==> src/rtl/sysarr_pkg.sv <==
// Shared constants and helpers for the systolic-array blocks.
//   DATA_BW_DEF / WEIGHT_BW_DEF / NUM_PE_DEF / ACC_BW_DEF : default widths and row length
//   psum_bw(d,w,n) : chain width that holds an n-term sum of d x w bit signed products
//   sat_s(x,bw)    : clamp a signed 64-bit value to the signed range of a bw-bit word
package sysarr_pkg;
  localparam int DATA_BW_DEF   = 8;
  localparam int WEIGHT_BW_DEF = 8;
  localparam int NUM_PE_DEF    = 8;
  localparam int ACC_BW_DEF    = 24;

  function automatic int psum_bw(input int d, input int w, input int n);
    return d + w + $clog2(n);
  endfunction

  function automatic logic signed [63:0] sat_s(input logic signed [63:0] x, input int bw);
    logic signed [63:0] mx, mn;
    mx = (64'sd1 <<< (bw - 1)) - 64'sd1;
    mn = -mx - 64'sd1;
    if (x > mx) return mx;
    if (x < mn) return mn;
    return x;
  endfunction
endpackage

==> src/rtl/pe_mac_cell.sv <==
// One weight-stationary MAC stage of the row.
//   clk, rstn       : clock, async active-low reset
//   en_i            : pipeline advance (0 = hold skew and psum registers)
//   a_i             : aligned activation for this stage; delayed SKEW cycles internally
//   w_ld_valid_i    : write w_ld_data_i into the shadow weight
//   w_ld_data_i     : new shadow weight
//   w_swap_i        : copy shadow -> active weight
//   psum_i / psum_o : partial sum from the left / registered partial sum to the right
module pe_mac_cell import sysarr_pkg::*; #(
  parameter int DATA_BW   = DATA_BW_DEF,
  parameter int WEIGHT_BW = WEIGHT_BW_DEF,
  parameter int PSUM_BW   = psum_bw(DATA_BW_DEF, WEIGHT_BW_DEF, NUM_PE_DEF),
  parameter int SKEW      = 0
) (
  input  logic                 clk,
  input  logic                 rstn,
  input  logic                 en_i,
  input  logic [DATA_BW-1:0]   a_i,
  input  logic                 w_ld_valid_i,
  input  logic [WEIGHT_BW-1:0] w_ld_data_i,
  input  logic                 w_swap_i,
  input  logic [PSUM_BW-1:0]   psum_i,
  output logic [PSUM_BW-1:0]   psum_o
);
  logic [DATA_BW-1:0]   a_skw;
  logic [WEIGHT_BW-1:0] w_sh_q, w_act_q;
  logic [PSUM_BW-1:0]   a_x, w_x, prod, psum_q;

  generate
    if (SKEW == 0) begin : g_noskew
      assign a_skw = a_i;
    end else begin : g_skew
      logic [SKEW-1:0][DATA_BW-1:0] skew_q;
      always_ff @(posedge clk or negedge rstn) begin
        if (!rstn) skew_q <= '0;
        else if (en_i) begin
          skew_q[0] <= a_i;
          for (int k = 1; k < SKEW; k++) skew_q[k] <= skew_q[k-1];
        end
      end
      assign a_skw = skew_q[SKEW-1];
    end
  endgenerate

  // shadow loads are independent of the stall; the active copy only changes on swap
  always_ff @(posedge clk or negedge rstn) begin
    if (!rstn) begin
      w_sh_q  <= '0;
      w_act_q <= '0;
    end else begin
      if (w_ld_valid_i) w_sh_q  <= w_ld_data_i;
      if (w_swap_i)     w_act_q <= w_sh_q;
    end
  end

  // operands sign-extended to chain width; the low PSUM_BW bits of the product are exact
  assign a_x  = {{(PSUM_BW-DATA_BW){a_skw[DATA_BW-1]}}, a_skw};
  assign w_x  = {{(PSUM_BW-WEIGHT_BW){w_act_q[WEIGHT_BW-1]}}, w_act_q};
  assign prod = a_x * w_x;

  always_ff @(posedge clk or negedge rstn) begin
    if (!rstn)     psum_q <= '0;
    else if (en_i) psum_q <= psum_i + prod;
  end

  assign psum_o = psum_q;
endmodule

==> src/rtl/pe_row_ws.sv <==
// Weight-stationary systolic row: NUM_PE chained MAC cells, internal input skew,
// valid/ready with a global stall, double-buffered weights and an optional K-tile accumulator.
//   clk, rstn              : clock, async active-low reset
//   w_ld_valid, w_ld_data  : shadow weight write (PE0 in MSBs)
//   w_swap_req, w_swap_ack : level request for shadow->active copy / 1-cycle ack
//   in_valid, in_ready     : input handshake; din aligned, PE0 in MSBs
//   in_first, in_last      : K-tile markers (accumulator clear / emit)
//   out_valid, out_ready   : output handshake
//   result                 : signed dot product, accumulated and saturated when ACC_EN=1
module pe_row_ws import sysarr_pkg::*; #(
  parameter int DATA_BW   = DATA_BW_DEF,
  parameter int WEIGHT_BW = WEIGHT_BW_DEF,
  parameter int NUM_PE    = NUM_PE_DEF,
  parameter int PSUM_BW   = psum_bw(DATA_BW, WEIGHT_BW, NUM_PE),
  parameter int ACC_EN    = 1,
  parameter int ACC_BW    = ACC_BW_DEF
) (
  input  logic                        clk,
  input  logic                        rstn,
  input  logic                        w_ld_valid,
  input  logic [NUM_PE*WEIGHT_BW-1:0] w_ld_data,
  input  logic                        w_swap_req,
  output logic                        w_swap_ack,
  input  logic                        in_valid,
  output logic                        in_ready,
  input  logic [NUM_PE*DATA_BW-1:0]   din,
  input  logic                        in_first,
  input  logic                        in_last,
  output logic                        out_valid,
  input  logic                        out_ready,
  output logic [ACC_BW-1:0]           result
);
  logic                       en, accept, swap_do, pipe_empty, acc_part, swap_ack_q;
  logic [NUM_PE-1:0]          vld_pipe;   // bit k marks a valid wavefront in psum of PE k
  logic [NUM_PE:0][PSUM_BW-1:0] chain;
  logic [PSUM_BW-1:0]         psum_out;

  assign en       = !(out_valid && !out_ready);
  assign in_ready = en && !(w_swap_req && !swap_ack_q);
  assign accept   = in_valid && in_ready;
  assign chain[0] = '0;
  assign psum_out = chain[NUM_PE];

  generate
    for (genvar i = 0; i < NUM_PE; i++) begin : g_pe
      pe_mac_cell #(
        .DATA_BW(DATA_BW), .WEIGHT_BW(WEIGHT_BW), .PSUM_BW(PSUM_BW), .SKEW(i)
      ) u_pe (
        .clk(clk), .rstn(rstn), .en_i(en),
        .a_i(din[(NUM_PE-1-i)*DATA_BW +: DATA_BW]),
        .w_ld_valid_i(w_ld_valid),
        .w_ld_data_i(w_ld_data[(NUM_PE-1-i)*WEIGHT_BW +: WEIGHT_BW]),
        .w_swap_i(swap_do),
        .psum_i(chain[i]), .psum_o(chain[i+1])
      );
    end
  endgenerate

  always_ff @(posedge clk or negedge rstn) begin
    if (!rstn)   vld_pipe <= '0;
    else if (en) vld_pipe <= {vld_pipe[NUM_PE-2:0], accept};
  end

  // swap only with nothing in flight and no half-built K-tile sum; the ack gap
  // keeps a held request from swapping twice
  assign pipe_empty = !(|vld_pipe) && !out_valid && !acc_part;
  assign swap_do    = w_swap_req && !swap_ack_q && pipe_empty;

  always_ff @(posedge clk or negedge rstn) begin
    if (!rstn) swap_ack_q <= 1'b0;
    else       swap_ack_q <= swap_do;
  end
  assign w_swap_ack = swap_ack_q;

  generate
    if (ACC_EN != 0) begin : g_acc
      logic [NUM_PE-1:0]        first_pipe, last_pipe;
      logic signed [ACC_BW-1:0] acc_q, acc_d;
      logic                     ov_q, part_q;
      logic signed [63:0]       sum64;

      always_ff @(posedge clk or negedge rstn) begin
        if (!rstn) begin
          first_pipe <= '0;
          last_pipe  <= '0;
        end else if (en) begin
          first_pipe <= {first_pipe[NUM_PE-2:0], in_first};
          last_pipe  <= {last_pipe[NUM_PE-2:0], in_last};
        end
      end

      assign sum64 = 64'(acc_q) + 64'($signed(psum_out));
      assign acc_d = first_pipe[NUM_PE-1] ? ACC_BW'($signed(psum_out))
                                          : ACC_BW'(sat_s(sum64, ACC_BW));

      // en=1 means any pending result is being taken this cycle, so ov_q may drop
      always_ff @(posedge clk or negedge rstn) begin
        if (!rstn) begin
          acc_q  <= '0;
          ov_q   <= 1'b0;
          part_q <= 1'b0;
        end else if (en) begin
          ov_q <= 1'b0;
          if (vld_pipe[NUM_PE-1]) begin
            acc_q  <= acc_d;
            ov_q   <= last_pipe[NUM_PE-1];
            part_q <= !last_pipe[NUM_PE-1];
          end
        end
      end

      assign out_valid = ov_q;
      assign result    = acc_q;
      assign acc_part  = part_q;
    end else begin : g_dir
      assign out_valid = vld_pipe[NUM_PE-1];
      assign result    = ACC_BW'($signed(psum_out));
      assign acc_part  = 1'b0;
    end
  endgenerate
endmodule
==> config.mk <==
export PLATFORM = sky130hd
export DESIGN_NAME = pe_row_ws
export DESIGN_NICKNAME = d
export VERILOG_FILES = /design/src/rtl/sysarr_pkg.sv /design/src/rtl/pe_mac_cell.sv /design/src/rtl/pe_row_ws.sv
export SDC_FILE = /design/constraint.sdc
export NUM_CORES = 2
export LEC_CHECK = 0
export BUFFER_PORTS_ARGS = -buffer_cell sky130_fd_sc_hd__buf_2
export CORE_MARGIN = 5
export CORE_UTILIZATION = 50
export DETAILED_ROUTE_END_ITERATION = 16
export MAX_ROUTING_LAYER = met4
export PLACE_DENSITY_LB_ADDON = 0.3
export SETUP_SLACK_MARGIN = 0.15
export SYNTH_ARGS = -nofsm -noshare
export SYNTH_HDL_FRONTEND = slang
export SYNTH_HIERARCHICAL = 1
export SYNTH_SLANG_ARGS = --single-unit
==> constraint.sdc <==
create_clock -name clk -period 6.1 [get_ports clk]
set_input_delay 0.61 -clock clk [delete_from_list [all_inputs] [get_ports clk]]
set_output_delay 0.61 -clock clk [all_outputs]
set_load 0.05 [all_outputs]
# --- Word level (Yosys, flattened, before mapping) ---
# Cells that the tools add are included.
totals:
  reg_bits: 555
  wordCells: 104
op_classes:
  mul: 8
  order_cmp: 2
  n_reduce_logical: 17
  mux: 9
  n_addsub: 8
  n_bitwise: 1
op_table:
  columns: ["cell", "n"]
  rows:
  - ["19-bit adder", 7]
  - ["8-bit by 8-bit multiplier with 16-bit output", 8]
  - ["24-bit two-way mux", 5]
  - ["24-bit by 19-bit adder with 25-bit output", 1]
  - ["25-bit by 24-bit greater-than comparator with 1-bit output, second input constant", 1]
  - ["25-bit by 24-bit less-than comparator with 1-bit output, second input constant", 1]
  - ["1-bit zero test", 8]
  - ["8-bit OR reduction", 1]
  - ["1-bit logical AND", 7]
  - ["1-bit two-way mux", 4]
  - ["2-bit AND reduction", 1]
  - ["1-bit inverter", 1]

# --- Logic depth before layout (Yosys ltp) ---
depth:
  depth_word: 7
  mapped_depth: 26
  depth_no_buf: 25

# --- Modules after synthesis ---
# The synthesis kept the hierarchy.
modules_own_cells:
  columns: ["mod", "cells_each", "area_per_inst_um2", "instances"]
  rows:
  - ["pe_mac_cell (g_pe[7].u_pe)", 609, 6777.8, 1]
  - ["pe_mac_cell (g_pe[6].u_pe)", 592, 6525.0, 1]
  - ["pe_mac_cell (g_pe[5].u_pe)", 588, 6256.0, 1]
  - ["pe_mac_cell (g_pe[4].u_pe)", 545, 5825.6, 1]
  - ["pe_mac_cell (g_pe[3].u_pe)", 538, 5574.1, 1]
  - ["pe_mac_cell (g_pe[2].u_pe)", 517, 5272.6, 1]
  - ["pe_mac_cell (g_pe[1].u_pe)", 508, 5049.8, 1]
  - ["pe_mac_cell (g_pe[0].u_pe)", 472, 4634.4, 1]
  - ["pe_row_ws", 437, 3674.8, 1]

# --- Worst setup path before layout ---
# No wires, ideal clock.
synth_path:
  path_kind: "flip-flop to flip-flop"
  start: "register g_pe[2].u_pe.g_skew.skew_q, in the netlist g_pe[2].u_pe/a_skw[7]"
  end: "register g_pe[2].u_pe.psum_q[18]"
  t_required_ns: 5.963
  synth_period_minus_slack_ns: 5.713
  t_arrival_ns: 5.576
  stages_incl_launch_ff: 24
  path_slack_ns: 0.387
  path_buffers: 0
  cell_sequence: "dfrtp_1 and2_1 fa_1 inv_1 fa_1 inv_1 fa_1 inv_1 fa_1 inv_1 ha_1 a21oi_1 o21bai_1 a41oi_1 a21oi_1 xnor2_1 ha_1 a211oi_1 o211ai_1 a21oi_1 o31ai_2 xor2_1 xnor2_1 a21oi_1"
synth_between:
  elab_chain_cells: 2
synth_rtl:
  columns: ["element", "line_no", "rtl"]
  rows:
  - ["start: declaration", "pe_mac_cell.sv:33", "logic [SKEW-1:0][DATA_BW-1:0] skew_q;"]
  - ["8-bit by 8-bit multiplier with 16-bit output", "pe_mac_cell.sv:59", "assign prod = a_x * w_x;"]
  - ["19-bit adder", "pe_mac_cell.sv:63", "else if (en_i) psum_q <= psum_i + prod;"]
  - ["end signal: assignment", "pe_mac_cell.sv:63", null]
  - ["end: declaration", "pe_mac_cell.sv:27", "logic [PSUM_BW-1:0] a_x, w_x, prod, psum_q;"]
# No other way between the ends.
# A chain may end at the register's enable or synchronous reset.

# --- Worst setup path in the final report ---
layout_path:
  start: "register g_pe[6].u_pe.w_act_q[2]"
  end: "register g_pe[6].u_pe.psum_q[18]"
layout_between:
  elab_chain_cells: 2
layout_rtl:
  columns: ["element", "line_no", "rtl"]
  rows:
  - ["start: declaration", "pe_mac_cell.sv:26", "logic [WEIGHT_BW-1:0] w_sh_q, w_act_q;"]
  - ["start signal: assignment", "pe_mac_cell.sv:52", "if (w_swap_i) w_act_q <= w_sh_q;"]
  - ["8-bit by 8-bit multiplier with 16-bit output", "pe_mac_cell.sv:59", null]
  - ["19-bit adder", "pe_mac_cell.sv:63", null]
  - ["end signal: assignment", "pe_mac_cell.sv:63", null]
  - ["end: declaration", "pe_mac_cell.sv:27", null]
# No other way between the ends.

==> flow_summary.toml <==
[status]
status = "finished clean"

[finish]
area_growth_pct = 12.5
nets = 6091
fillers = 8547
drive_gt1_share_pct = 22.1

[global_route]
grt_max_degree = 155
track_usage_pct = 20.6
grt_pass1_wl_um = 177000
grt_pass1_vias = 35100
overflow = 0
antenna_found_initial = 5

[clock_network]
cts.clk_slew.worst_paths_ns = 0.06
cts_root_buf = "clkbuf_16"
htreeDepth = 3
clk_path_buf_depth = 3
numClockSinks = 555
cts_tree = "built"
cts_made_buffers = 67
clkLatencyLatePin_ns = 0.64

[sta]
min_period_ns = 5.77
hold_violations = 0
skew_ns = 0.0280
rsz0062_at_grt = "true"
slew_headroom_pct = 35.4
setup_viol_count_final = 0
slew_viol_final = 0
whs_ns = 0.0519
fmax_ghz = 0.173
finalCritPeriodShare_pct = 94.6
worst_pin_slew_ns = 0.969

[yosys]
yosys_warnings = 6
async_flop_share_pct = 100
ys_types = 109
synthFlopType = "dfrtp_1"
synth_edf_count = 0
ys_seq_area_share_pct = 28.0
netlist_area_um2 = 49600
netlist_instances = 4806
synth-seq-cells = 555
avgSynthCellArea_um2 = 10.3

[drt]
routed_wl_um = 104000
via_per_inst = 5.27
routedWlPerCell_um = 16.1
drt_iter0_drc = 1795
via_count = 33900
drc = 0
drt_pre_antenna_iters = 5
drtAntennaViolNets = 0

[setup_path]
cp_slowest_cell = "fa_1"
crit_fanout = 5
crit_arrival_ns = 6.26
crit_chain = "and2_1 -> fa_1 -> inv_1 -> fa_1 -> inv_1 -> fa_1 -> inv_1 -> fa_1 -> inv_1 -> ha_4 -> a21oi_2 -> o21bai_1 -> a21oi_2 -> o21bai_2 -> or4_1 -> nand3_2 -> ha_4 -> or2_1 -> a21o_4 -> nand3_2 -> nand2_2 -> a311o_1 -> o2111ai_1 -> o221ai_2"
crit_family = "adder cells"
end_kind = "register"
cp_num_buf_inv = 4
setup.worst_path.class = "register to register"
cpPeakStageDelay_ns = 0.53
worstPathRequired_ns = 6.59
startpoint_type = "register"

[die]
die_x_um = 325
die-height_um = 325
initial_core_util_pct = 50.4
die_area_um2 = 106000
io_pins = 163
row_count = 115
core_area_um2 = 98400

[worst_hold_path]
min_path_type = "input port to async pin"

[placement]
dp_hpwl_um = 79100
port-buffer-count = 162
place_congestion = 0.860

[run]
cap_viol_max_count = 0
==> sequential cells by signal (all words and copies together), names as in the netlist <==
register and count:
g_acc.last_pipe 8, out_valid 1, g_pe.u_pe/psum_o 152, vld_pipe 8
g_pe.u_pe/w_act_q 64, result 24, w_swap_ack 1, acc_part 1
g_pe.u_pe/w_sh_q 64, g_acc.first_pipe 8, g_pe.u_pe/a_skw 56, g_pe.u_pe/g_skew.skew_q 168
==> logic make-up (layout without fill, tap and decap cells) <==
kind of cell | count (synthesis) | count (layout) | share of synthesized area, %
simple gates | 1134 | 1134 | 12.2
fa+ha+maj | 857 | 857 | 28.4
buf+inv | 854 | 1180 | 6.55
compound gates | 705 | 705 | 9.99
flops | 555 | 555 | 28.0
mux | 460 | 460 | 10.4
xor+xnor | 240 | 240 | 4.38
other cells | 1 | 25 | 0.00756
==> repair_timing <==
| action | in CTS | in global routing |
|---|---|---|
| pin swaps | 3 | 74 |
| setup endpoints to repair | 10 | 30 |
| hold buffers | 0 | 0 |
| resized for setup | 18 | 171 |
| gates cloned | 0 | 0 |
| buffers inserted | 5 | 74 |
| endpoints found under the hold margin | 0 | 0 |
==> stage by stage <==
step	area, µm²	setup slack (ns)	setup TNS [ns]	std cells	util, %
after floorplan	49700	0.387	0	4826	-
after global placement	52200	0.0276	0	6237	53.0
after detailed placement	52200	-0.0581	-0.0581	6237	53.0
after CTS	54500	0.130	0	6365	55.4
after global routing	55800	0.0827	0	6442	56.7
final	55800	0.329	0	6443	56.7
==> Yosys cell counts (28+ instances only) <==
cell type  instances  area, µm²
inv_1            760       2850
nand3_1           46        230
nand2_1          292       1100
a21oi_2           36        315
ha_1             408       5100
and2_1           362       2260
fa_1             449       8990
nor2b_1           65        407
clkbuf_1          64        240
o21bai_1          46        345
a21o_1            90        676
and3_1            28        175
xor2_1            39        342
dfrtp_1          555      13900
nor3_1            58        290
mux2_2           449       5060
nor2_1           139        522
o21ai_0          100        500
xnor2_1          195       1710
a21oi_1          170        851
==> cell type report <==
class                   instances  area (µm²)  share of cell area (%)
multi-input cells            3417       33200                    59.5
flip-flops and latches        555       14000                    25.0
inverters                     766        2890                    5.17
clock buffers                  89        1900                    3.41
repair buffers                291        1870                    3.35
well taps                    1287        1610                    2.89
clock inverters                34         354                   0.634
diodes                          4        10.0                  0.0179
==> worst paths after layout <==
path | startpoint | slack [ns] | endpoint | cells past startpoint
worst max-delay path | g_pe[6].u_pe/w_act_q[2]$_DFFE_PN0P_ | 0.33 | g_pe[6].u_pe/psum_o[18]$_DFFE_PN0P_ | 24
worst min-delay path | rstn | 0.05 | g_pe[7].u_pe/g_skew.skew_q[6]$_DFFE_PN0P_ | 1
worst max register to register | g_pe[6].u_pe/w_act_q[2]$_DFFE_PN0P_ | 0.33 | g_pe[6].u_pe/psum_o[18]$_DFFE_PN0P_ | 24
worst min register to register | g_acc.first_pipe[3]$_DFFE_PN0N_ | 0.46 | g_acc.first_pipe[3]$_DFFE_PN0N_ | 2
max in group asynchronous | rstn | 4.57 | g_pe[4].u_pe/a_skw[2]$_DFFE_PN0P_ | 2
min in group clk | in_last | 0.18 | g_acc.last_pipe[0]$_DFFE_PN0N_ | 3
==> per-layer routing <==
metal / part of all wire (%) / GRT usage [%]
met1: 47 / 28.0
met2: 48 / 33.3
met3: 3.1 / 2.89
met5: 0 / -
met4: 2.0 / 4.21
==> layout by cell type (no fill, tap or decap), types with 12 or more instances in the layout <==
master / synthesis / routed
mux2_2: 449 / 449
o21a_1: 25 / 25
o211ai_1: 25 / 25
buf_4: 1 / 122
nand2b_1: 20 / 20
conb_1: 1 / 21
fa_2: 0 / 12
nand2_1: 292 / 289
fa_1: 449 / 437
dfrtp_2: 0 / 52
and2_1: 362 / 353
a211oi_1: 21 / 19
nand4_1: 13 / 13
xor2_1: 39 / 39
nand3_1: 46 / 43
ha_4: 0 / 21
a31oi_1: 21 / 20
o21ai_1: 19 / 18
ha_1: 408 / 383
dfrtp_1: 555 / 503
nor2b_1: 65 / 63
a21o_1: 90 / 90
o21bai_1: 46 / 42
a211oi_2: 11 / 13
nand3b_1: 25 / 25
a21oi_1: 170 / 152
or3_1: 22 / 22
and3_1: 28 / 26
buf_2: 2 / 160
o21ai_0: 100 / 96
a21oi_2: 36 / 52
clkbuf_16: 0 / 69
xnor2_1: 195 / 189
nor3_1: 58 / 54
inv_1: 760 / 757
nor2_1: 139 / 137
Power is left out: the tool's default activity adds up to more than one toggle a clock period on the data nets, which glitch-free logic cannot reach.
